## src/rtl/fetch_redirect_ctrl.sv

```systemverilog
// fetch_redirect_ctrl: PC register and IF/ID register with branch/jump redirect, flush bubble and stall-deferred redirect
module fetch_redirect_ctrl #(
    parameter int unsigned PC_W     = 32,
    parameter logic [PC_W-1:0] RESET_PC = '0,
    parameter logic [31:0] NOP_INST = 32'h00000000,
    parameter int unsigned CNT_W    = 8
) (
    input  logic             clk,
    input  logic             rst,
    input  logic             Stall,
    input  logic             Branch,
    input  logic             Jump,
    input  logic [PC_W-1:0]  Branch_Target,
    input  logic [PC_W-1:0]  Jump_Target,
    input  logic [31:0]      IF_Inst_org,
    output logic [PC_W-1:0]  PC,
    output logic [31:0]      ID_Inst,
    output logic [PC_W-1:0]  ID_PC4,
    output logic             ID_Valid,
    output logic             Redir_Pending,
    output logic [CNT_W-1:0] Flush_Cnt
);
    typedef enum logic {S_RUN, S_PEND} state_t;
    state_t state, state_n;
    logic [PC_W-1:0] pend_tgt, pend_tgt_n, pc_n, id_pc4_n, tgt, pc4;
    logic [31:0] id_inst_n;
    logic id_valid_n, flush;
    logic [CNT_W-1:0] cnt_inc;
    logic redirect;

    assign redirect = Branch | Jump;
    assign tgt = Jump ? Jump_Target : Branch_Target;
    assign pc4 = PC + PC_W'(4);
    assign cnt_inc = (&Flush_Cnt) ? Flush_Cnt : Flush_Cnt + CNT_W'(1);
    assign Redir_Pending = (state == S_PEND);

    // next-state and next register values; everything holds unless a case below updates it
    always_comb begin
        state_n = state;
        pend_tgt_n = pend_tgt;
        pc_n = PC;
        id_inst_n = ID_Inst;
        id_pc4_n = ID_PC4;
        id_valid_n = ID_Valid;
        flush = 1'b0;
        if (state == S_RUN) begin
            if (redirect && Stall) begin
                pend_tgt_n = tgt;
                state_n = S_PEND;
            end else if (redirect) begin
                pc_n = tgt;
                flush = 1'b1;
            end else if (!Stall) begin
                pc_n = pc4;
                id_inst_n = IF_Inst_org;
                id_pc4_n = pc4;
                id_valid_n = 1'b1;
            end
        end else if (!Stall) begin
            pc_n = pend_tgt;
            flush = 1'b1;
            state_n = S_RUN;
        end
        if (flush) begin
            id_inst_n = NOP_INST;
            id_valid_n = 1'b0;
        end
    end

    // register update with synchronous reset taking priority over all inputs
    always_ff @(posedge clk) begin
        if (rst) begin
            state <= S_RUN;
            pend_tgt <= '0;
            PC <= RESET_PC;
            ID_Inst <= NOP_INST;
            ID_PC4 <= '0;
            ID_Valid <= 1'b0;
            Flush_Cnt <= '0;
        end else begin
            state <= state_n;
            pend_tgt <= pend_tgt_n;
            PC <= pc_n;
            ID_Inst <= id_inst_n;
            ID_PC4 <= id_pc4_n;
            ID_Valid <= id_valid_n;
            Flush_Cnt <= flush ? cnt_inc : Flush_Cnt;
        end
    end
endmodule

```

## config.mk

```make
export PLATFORM = sky130hd
export DESIGN_NAME = fetch_redirect_ctrl
export DESIGN_NICKNAME = d
export VERILOG_FILES = /design/src/rtl/fetch_redirect_ctrl.sv
export SDC_FILE = /design/constraint.sdc
export NUM_CORES = 1
export LEC_CHECK = 0
export BUFFER_PORTS_ARGS = -buffer_cell sky130_fd_sc_hd__buf_2
export CORE_MARGIN = 4
export CORE_UTILIZATION = 56
export CTS_CLUSTER_SIZE = 14
export DETAILED_ROUTE_END_ITERATION = 10
export PLACE_DENSITY_LB_ADDON = 0.25
export SLEW_MARGIN = 15
export SYNTH_ARGS = -nofsm -noshare
export SYNTH_HDL_FRONTEND = slang
export SYNTH_SLANG_ARGS = --single-unit
```

## constraint.sdc

```tcl
create_clock -name clk -period 4.5 [get_ports clk]
set_clock_uncertainty 0.1 [all_clocks]
set_input_delay 0.9 -clock clk [delete_from_list [all_inputs] [get_ports clk]]
set_output_delay 0.9 -clock clk [all_outputs]
set_load 0.02 [all_outputs]
```

Word-level counts from Yosys, hierarchy flattened
Cells that the tools add are included.

operators by class
  bitwise logic cells = 6
  $lt $le $gt $ge = 0
  shifts and indexed selects = 0
  multiplexer cells = 13
  equality and inequality tests = 3
  $add $sub $neg = 2
  divide/modulo/power cells = 0
  multipliers = 0
  reduce and logical (&&, ||, !) cells = 7

operators with widths
  cell                                                             number
  32-bit 2-to-1 mux                                                6
  32-bit by 3-bit adder with 32-bit output, second input constant  1
  8-bit by 1-bit adder with 8-bit output, second input constant    1
  8-bit AND reduction                                              1
  1-bit 2-to-1 mux                                                 7
  1-bit NOT                                                        5
  2-bit != test, second input constant                             2
  2-bit AND reduction                                              2
  4-bit AND reduction                                              1
  3-bit by 1-bit != test with 1-bit output, second input constant  1
  3-bit AND reduction                                              1
  2-bit OR reduction                                               1
  1-bit logical AND                                                1
  1-bit bitwise OR                                                 1

word-level totals
  bits in writable memories = 0
  bits in latches = 0
  bits in registers = 138
  bits of input ports = 101
  ROM bits = 0
  logic and storage cells = 38
  output and inout bits = 106
  memories = 0

Depth between registers and ports, before layout
  depth after elaboration = 5
  depth in mapped cells = 8
  gate-level depth less buffers = 6

Worst setup path before layout
Ideal clock, no wire load.

  path kind = input port to flip-flop
  start point = input Stall
  end point = register pend_tgt[10]
  buffers on the path = 2
  stages = 6
  slack = 1,951 ps
  setup time = 86 ps
  arrival time = 2,363 ps
  required time = 4,314 ps
  cells stage by stage = clkbuf_1 > inv_1 > nor3_1 > clkbuf_1 > nor2_1 > a211oi_1

between the ends
  longest elaborated chain between the ends = 2

ends and longest elaborated chain
  element                        line  text
  start, declared                10    input logic Stall,
  1-bit logical AND              47    if (redirect && Stall) begin
  2-bit AND reduction (no line)  --
  end signal, assigned           82    pend_tgt <= pend_tgt_n;
  end, declared                  25    logic [PC_W-1:0] pend_tgt, pend_tgt_n, pc_n, id_pc4_n, tgt, pc4;

No other way between the ends.
A chain may end at the register's enable or synchronous reset.

Worst setup path after layout
  start point = input Jump
  end point = register Flush_Cnt[6]

between the ends
  longest elaborated chain between the ends = 5
  elaborated cells on any way between the ends = 6
  classes of those cells = mux: 3; bitwise: 1; reduce/logical: 2

ends and longest elaborated chain
  element                                                       line    text
  start, declared                                               12      input logic Jump,
  1-bit bitwise OR *                                            31      assign redirect = Branch | Jump;
  1-bit 2-to-1 mux / 1-bit logical AND (equally long branches)  50, 47
  1-bit 2-to-1 mux *                                            47
  1-bit 2-to-1 mux *                                            46      if (state == S_RUN) begin
  2-bit AND reduction (no line) *                               --
  end signal, assigned                                          87      Flush_Cnt <= flush ? cnt_inc : Flush_Cnt;
  end, declared                                                 21      output logic [CNT_W-1:0] Flush_Cnt

Mark *: on every way between the ends. The rest lies on a longest branch, timed or not.

==> results.yml <==
worst_setup_path:
  crit_chain: "buf_2 > nor3_2 > buf_4 > a311oi_1 > nand3_1 > xor2_1 > nor2_1"
  critPathCaptureType: "flip-flop"
  startpoint_type: "input port"
  cp_slowest_cell: "a311oi_1"
  path_buf_inv: 2
  critPathTopFamily: "compound AO/OA/AOI/OAI gates"
  slowest_delay_ns: 0.87
  worstSetupPathType: "in2reg"
  r2r_end: "PC[30]"
  path_depth: 7
  endpoint: "Flush_Cnt[6]"
  ff2ff_path_depth: 6
  rr_startpoint: "PC[2]"
  critPathLaunch: "Jump"
  crit_required_ns: 4.67
  cp_data_arrival_time_ns: 3.02
  rrSetupSlack_ns: 1.69
  critPathMaxFanout: 24
cells_and_area:
  nNetsFinal: 1104
  syn_to_final_growth_pct: 24.7
  antenna_cells_inserted: 0
  drive_gt1_share_pct: 25.7
yosys:
  yosysTopAreaCell: "dfxtp_1"
  netlist_top_cells_count: "dfxtp_1, nand2_1, a21oi_1"
  netlist_area_um2: 6730
  yosysSeqAreaShare_pct: 41.1
  synthMostInstantiatedCell: "dfxtp_1"
  syn_inst: 838
  synthArstFlopShare_pct: 0
  synth_top_area_share_pct: 41.1
  yosysWarnings: 0
  ys.flop_type: "dfxtp_1"
  synth_area_leaders: "dfxtp_1, a21oi_1, nand2_1"
  synth_seq_cells: 138
  ys_types: 58
  syn-num-nets: 941
  synth.avg_cell_area_um2: 8.03
  synth_edf_count: 0
global_route:
  grt_overflow: 0
  grt_pass1_vias: 6100
  grtUsageTotal_pct: 27.7
  grt_first_pass_wirelength_mm: 31.8
  grt_max_degree: 83
  antenna_found_initial: 0
sta:
  whs_ns: 0.350
  tns_ns: 0
  period_minus_slack_ns: 2.85
  fmax_ghz: 0.351
  hold_viol_final: 0
  slew_viol_final: 0
  tightest_slew_ns: 1.11
  period_share_pct: 63.2
  relSlewSlack_pct: 25.7
  setup_violations: 0
  rsz0062_at_grt: "no"
floorplan:
  fp.dieW_um: 118
  row_count: 39
  boundaryPins: 207
  die-area_um2: 13800
  die_h_um: 118
  initial_utilization_pct: 58.2
  core-area_um2: 11600
clocking:
  cts.path.max_buffers: 2
  cts_buffers: 17
  cts_tree: "built"
  cts_setup_buffers: 0
  clkTransAtPathRegs_ns: 0.06
  cts-root-buf: "clkbuf_16"
  cts_hold_buf: 0
  cts_sinks: 138
  clock_latency_ns: 0.42
  cts_resized: 0
  htree_levels: 4
power:
  peakVddDrop_uv: 228
  power.leakage_nw: 3.56
  power_density_nw_per_um2: 394
  power.total_mw: 3.30
route:
  drt_iter0_drc: 721
  drt_first_pass_iters: 6
  route.detailed.drc: 0
  routedWlPerCell_um: 17.1
  viasPerCell: 5.96
  vias: 6890
  wl_mm: 19.8
  ant_nets: 0
placement:
  place_hpwl_mm: 13.7
  gp_congestion: 0.898
  portBuffers: 206
worst_hold_path:
  min_path_type: "reg2reg"
flow_run:
  cap_violations: 0
run_status:
  outcome: "finished, final reports clean"
==> cell type report <==
type | count | area (um2)
clock buffers | 17 | 425
clock inverters | 15 | 213
flip-flops and latches | 138 | 2760
fillers | 973 | 3180
inverters | 22 | 82.6
repair buffers | 218 | 1120
well taps | 143 | 179
multi-input cells | 604 | 3600
==> routing by layer <==
layer	track usage (%)	vias up	share of wire, %
li1	-	3347	-
met1	39.9	3113	44
met2	40.6	387	44
met3	5.62	43	9.2
met4	10.6	0	2.5
met5	0	-	0
==> metrics by stage <==
step                      cells  instance area [um2]  setup WS [ns]  util (%)
final                      1157                 8390           1.65      72.5
after global routing       1157                 8390           1.45      72.5
after CTS                  1157                 8390           1.62      72.5
after detailed placement   1125                 7750           1.27      67.0
after global placement     1125                 7750           1.32      67.0
after floorplan             838                 6730           1.95         -
==> power breakdown <==
| part | switching (mW) | internal, mW |
|---|---|---|
| registers | 0.0664 | 1.29 |
| clock network | 0.565 | 0.940 |
| logic | 0.276 | 0.169 |
==> tightest hold or removal path, cell delays in order (launching register included) <==
cell     delay (ns)
dfxtp_1        0.30
nand2_1        0.05
a21oi_1        0.05
==> how the worst min path moves through the flow <==
stage	start	to	depth (start not counted)
global route	ID_Inst[15]	ID_Inst[15]	2
CTS	ID_Valid	ID_Valid	2
finish	ID_Inst[2]	ID_Inst[2]	2
floorplan	PC[0]	ID_PC4[0]	2
global placement	ID_Valid	ID_Valid	2
detailed placement	ID_Valid	ID_Valid	2
==> cell usage in the layout, fill, tap and decap left out, drive strengths merged, types with 3 or more instances in the layout <==
cell	n
buf	218
dfxtp	138
nand2	110
a21oi	85
nor2	82
a211oi	44
o21ai	43
mux2i	38
inv	26
clkbuf	17
nand4	17
xor2	16
xnor2	16
nand3	15
a22oi	14
a221oi	14
nor3	12
a31oi	9
nor4	9
or3	8
nor2b	8
and3	6
o32ai	5
clkinv	5
or4	4
o31ai	4
bufinv	4
and2	3
nand2b	3
o211ai	3
o221ai	3
o211a	3
==> sequential cells by signal, indices dropped and copies added (netlist names) <==
name and flops:
ID_Inst 32, ID_PC4 32, PC 32, pend_tgt 32, Flush_Cnt 8, ID_Valid 1, Redir_Pending 1
==> cells by family after synthesis <==
logic type	synth area share (%)
simple gates	19.3
buf+inv	5.67
xor+xnor	4.17
fa+ha+maj	0.372
mux	5.65
flops	41.1
compound gates	23.8
Note: power is estimated with default switching activity, not from simulation.
